<file path="config.mk">
export PLATFORM = sky130hd
export DESIGN_NAME = program_counter
export DESIGN_NICKNAME = d
export VERILOG_FILES = /design/src/rtl/cpu_pkg.sv /design/src/rtl/pc_range_check.sv /design/src/rtl/program_counter.sv
export SDC_FILE = /design/constraint.sdc
export NUM_CORES = 1
export LEC_CHECK = 0
export ABC_CLOCK_PERIOD_IN_PS = 1300
export CORE_UTILIZATION = 39
export CTS_BUF_LIST = sky130_fd_sc_hd__clkbuf_2 sky130_fd_sc_hd__clkbuf_4 sky130_fd_sc_hd__clkbuf_8
export DETAILED_ROUTE_END_ITERATION = 10
export GPL_ROUTABILITY_DRIVEN = 0
export PLACE_DENSITY_LB_ADDON = 0.25
export SLEW_MARGIN = 5
export SYNTH_ARGS = -nofsm -noshare
export SYNTH_HDL_FRONTEND = slang
export SYNTH_SLANG_ARGS = --single-unit
</file>
<file path="constraint.sdc">
create_clock -name clk -period 1.3 [get_ports clk]
set_input_delay 0.26 -clock clk [delete_from_list [all_inputs] [get_ports clk]]
set_output_delay 0.26 -clock clk [all_outputs]
set_load 0.05 [all_outputs]
</file>
<file path="src/rtl/cpu_pkg.sv">
// cpu_pkg: shared address map and types for the fetch stage.
//   RESET_ADDR   - PC after reset (start of text segment)
//   HANDLER_ADDR - exception/interrupt handler entry
//   IM_BASE      - lowest valid instruction fetch address
//   IM_LAST      - highest valid word-aligned instruction fetch address
package cpu_pkg;

  typedef logic [31:0] addr_t;

  localparam addr_t RESET_ADDR   = 32'h0000_3000;
  localparam addr_t HANDLER_ADDR = 32'h0000_4180;
  localparam addr_t IM_BASE      = 32'h0000_3000;
  localparam addr_t IM_LAST      = 32'h0000_6FFC;

endpackage

</file>
<file path="src/rtl/pc_range_check.sv">
// pc_range_check: purely combinational instruction-fetch address check.
// Flags a PC that is not word aligned or that lies outside the
// instruction memory window [IM_BASE, IM_LAST].
// Ports:
//   pc_q - current PC value (registered upstream)
//   adel - 1 when a fetch from pc_q would raise AdEL
module pc_range_check #(
  parameter int unsigned      WIDTH   = 32,
  parameter logic [WIDTH-1:0] IM_BASE = WIDTH'(cpu_pkg::IM_BASE),
  parameter logic [WIDTH-1:0] IM_LAST = WIDTH'(cpu_pkg::IM_LAST)
) (
  input  logic [WIDTH-1:0] pc_q,
  output logic             adel
);

  logic misaligned;
  logic below_base;
  logic above_last;

  assign misaligned = (pc_q[1:0] != 2'b00);
  assign below_base = (pc_q < IM_BASE);
  assign above_last = (pc_q > IM_LAST);

  assign adel = misaligned | below_base | above_last;

endmodule

</file>
<file path="src/rtl/program_counter.sv">
// program_counter: fetch-address register of the instruction-fetch unit.
// Each rising edge the PC resets, jumps to the exception handler, loads
// the next-PC value from the NPC logic, or holds while the pipeline stalls.
// Ports:
//   clk  - system clock, all updates on the rising edge
//   res  - synchronous active-high reset (highest priority)
//   Req  - interrupt/exception request from CP0, beats WE
//   WE   - PC write enable; 0 = stall, PC holds
//   pc   - next-PC value, loaded verbatim (no masking or clamping)
//   adel - (only with PC_ALIGN_CHK_EN) fetch address error flag
//   PC   - current PC, driven straight from the register
// Optional feature macro: PC_ALIGN_CHK_EN adds the adel output and the
// pc_range_check instance; it never affects how the PC is updated.
module program_counter
  import cpu_pkg::*;
#(
  parameter int unsigned      WIDTH        = 32,
  parameter logic [WIDTH-1:0] RESET_ADDR   = WIDTH'(cpu_pkg::RESET_ADDR),
  parameter logic [WIDTH-1:0] HANDLER_ADDR = WIDTH'(cpu_pkg::HANDLER_ADDR),
  parameter logic [WIDTH-1:0] IM_BASE      = WIDTH'(cpu_pkg::IM_BASE),
  parameter logic [WIDTH-1:0] IM_LAST      = WIDTH'(cpu_pkg::IM_LAST)
) (
  input  logic             clk,
  input  logic             res,
  input  logic             Req,
  input  logic             WE,
  input  logic [WIDTH-1:0] pc,
`ifdef PC_ALIGN_CHK_EN
  output logic             adel,
`endif
  output logic [WIDTH-1:0] PC
);

  logic [WIDTH-1:0] pc_q;

  // NOTE: non-blocking assignment keeps the register update race-free
  // against any other process sampling pc_q on the same edge.
  // Reset lives inside the clocked block, so it is synchronous; while res
  // is high the Req/WE branches are never evaluated, so X on them cannot
  // reach the register.
  always_ff @(posedge clk) begin
    if (res) begin
      pc_q <= RESET_ADDR;
    end else if (Req) begin
      // A stall must never block exception entry.
      pc_q <= HANDLER_ADDR;
    end else if (WE) begin
      pc_q <= pc;
    end
  end

  assign PC = pc_q;

`ifdef PC_ALIGN_CHK_EN
  pc_range_check #(
    .WIDTH   (WIDTH),
    .IM_BASE (IM_BASE),
    .IM_LAST (IM_LAST)
  ) u_range_check (
    .pc_q (pc_q),
    .adel (adel)
  );
`endif

endmodule

</file>
==> metrics.md <==
| Metric | Value |
|---|---|
| Die Wd | `58.27 µm` |
| Yosys top cell area share | `51.87%` |
| Clk pin slew, worst setup/hold paths | `100 ps` |
| Drt total wl | `2809 µm` |
| Largest net degree at the start of global routing | `33` |
| Final cell count without fillers | `221` |
| Crit-path leading delay family | `flip-flops` |
| Via density | `4.462` |
| RSZ-0062 raised after global routing | `false` |
| F_max | `876.3 MHz` |
| Seq/Total Area, Yosys | `51.87%` |
| Setup violators final | `0` |
| Die area | `3395 µm²` |
| Startpoint types | `flop` |
| Vias in the first global route | `1015` |
| Synth warn | `0` |
| Fin crit period | `1141 ps` |
| Final max-slew violation count | `0` |
| Slew @ Worst Pin | `218.1 ps` |
| NumNets Final | `213` |
| Period utilization | `87.78%` |
| Post-CTS sizing | `0` |
| CTS buffer count | `5` |
| Wire per inst | `12.71 µm` |
| WP data arrival | `880 ps` |
| Diodes inserted | `0` |
| Power Density | `968.7 nW/µm²` |
| H-tree levels | `2` |
| Final Hold Fails | `0` |
| WP data required | `1040 ps` |
| Post-CTS setup buffer count | `0` |
| Die H | `58.27 µm` |
| GRT Total Usage | `18.99%` |
| Max clock buf depth | `2` |
| Synthesized Nets | `141` |
| Root Driver | `clkbuf_4` |
| Critical-path top delay cell | `dfxtp_1` |
| Crit Path Class | `flop to primary output` |
| Share of layout cells above drive strength 1 | `36.72%` |
| Worst path bufs/invs | `1` |
| Mapped Cells | `105` |
| Post-Route Skew | `0 ps` |
| Hold_buf cts | `0` |
| Max-Cap Viols | `0` |
| CTS tree | `done` |
| Core area | `3028 µm²` |
| Largest area contributor in the netlist | `dfxtp_1` |
| Worst path cell trace | `buf_12` |
| Port bufs | `67` |
| Max reg flops | `32` |
| Fraction of registers with async set/reset | `0%` |
| Crit. End Element | `primary output` |
| First-pass GRT wire length | `4629 µm` |
| Lkg Pwr | `0.0009718 µW` |
| Sink Count | `32` |
| DR iter-0 viols | `23` |
| FP Rows | `20` |
| Yosys reg bits | `32` |
| Post-synth EDFFs | `0` |
| Worst-path fanout max | `2` |
| Initial antenna violation count | `0` |
| Outcome | `finished, final reports clean` |
| ANT nets after route | `0` |
| Rel. slew slack | `85.04%` |
| Tightest Hold Check Type | `input port to flop` |
| Netlist cell types | `12` |
| Syn-to-layout area delta | `86.93%` |
| Vias | `986` |
| Initial core utilization | `40.79%` |
| Worst-Skew Late Latency | `320 ps` |
| Residual DRC | `0` |
| Top cells by area, synth | `dfxtp_1, mux2i_1, nor2_2, buf_12, nor2_1` |
| Syn Area/Cell | `11.76 µm²` |
| Top_reg_cell synth | `dfxtp_1` |
| Gr ovfl total | `0` |
| Post-placement cell count | `214` |
| Worst vdd ir | `0.8056 mV` |
| DR pass1 iterations | `3` |
| Syn Std Cell Area | `1235 µm²` |
| Dpl hpwl | `2189 µm` |
| Worst Hold Slack | `471.6 ps` |
| IO Pins | `68` |
| Max incr delay on CP | `400 ps` |
| Commonest cells in the netlist | `dfxtp_1, mux2i_1, nor2_2` |
## layer usage
layer  GRT usage [%]  up-vias  part of all wire [%]
met2           30.05       45                    49
met1           20.86      444                    41
met3           10.04        4                   8.9
met4           9.184        0                   1.5
li1                -      493                     -
met5               0        -                     0
## cells in the final DEF (no fill, tap or decap)
master and n:
or2_1 1, clkbuf_8 2, inv_1 1, clkbuf_4 5, buf_4 4, mux2i_1 32
nor2_1 7, o21bai_1 2, clkdlybuf4s50_1 34, dfxtp_1 32, nor2_2 20, a21oi_1 3
buf_12 33, buf_2 1
## final timing paths
kind                                             to  slack (ps)                 from  cells past startpoint
worst max-delay path                         PC[28]         160  PC[28]$_SDFFE_PP0P_                      1
worst min register to register   PC[1]$_SDFFE_PP0P_         560   PC[1]$_SDFFE_PP0P_                      2
worst max register to register  PC[15]$_SDFFE_PP0P_         600  PC[15]$_SDFFE_PP0P_                      2
worst min-delay path             PC[1]$_SDFFE_PP0P_         470                   WE                      4
## kinds of logic (layout without fill, tap and decap cells)
family | Yosys count | after routing | share of synthesized area, %
multiplexers | 32 | 32 | 25.94
flip-flops | 32 | 32 | 51.87
AND/OR/NAND/NOR | 28 | 28 | 12.77
buffers and inverters | 8 | 80 | 6.990
AO/OA/AOI/OAI | 5 | 5 | 2.431
## per-stage QoR
| stage | util [%] | area, µm² | total power (µW) | setup TNS (ps) | worst slack (ps) |
|---|---|---|---|---|---|
| after floorplan | - | 1235 | 1341 | 0 | 327.4 |
| after global placement | 74.09 | 2243 | 1628 | -1.167 | -0.7797 |
| after detailed placement | 74.09 | 2243 | 1641 | -733.6 | -67.89 |
| after CTS | 76.24 | 2308 | 2266 | 0 | 136.6 |
| after global routing | 76.24 | 2308 | 2345 | 0 | 100.9 |
| final | 76.24 | 2308 | 2236 | 0 | 158.9 |
## power by group
group	internal (µW)	total, µW	switching [µW]
logic	303	552	249
registers	1020	1060	40.9
clock network	307	624	318
total	1630	2240	608
## final cells by class
| cell class | count | area (µm²) |
|---|---|---|
| Timing Repair Buffer | 72 | 1036 |
| Fill cell | 212 | 719.4 |
| Sequential cell | 32 | 640.6 |
| Multi-Input combinational cell | 65 | 508.0 |
| Clock buffer | 7 | 65.06 |
| Tap cell | 44 | 55.05 |
| Inverter | 1 | 3.754 |
(Power assumes the default switching activity.)
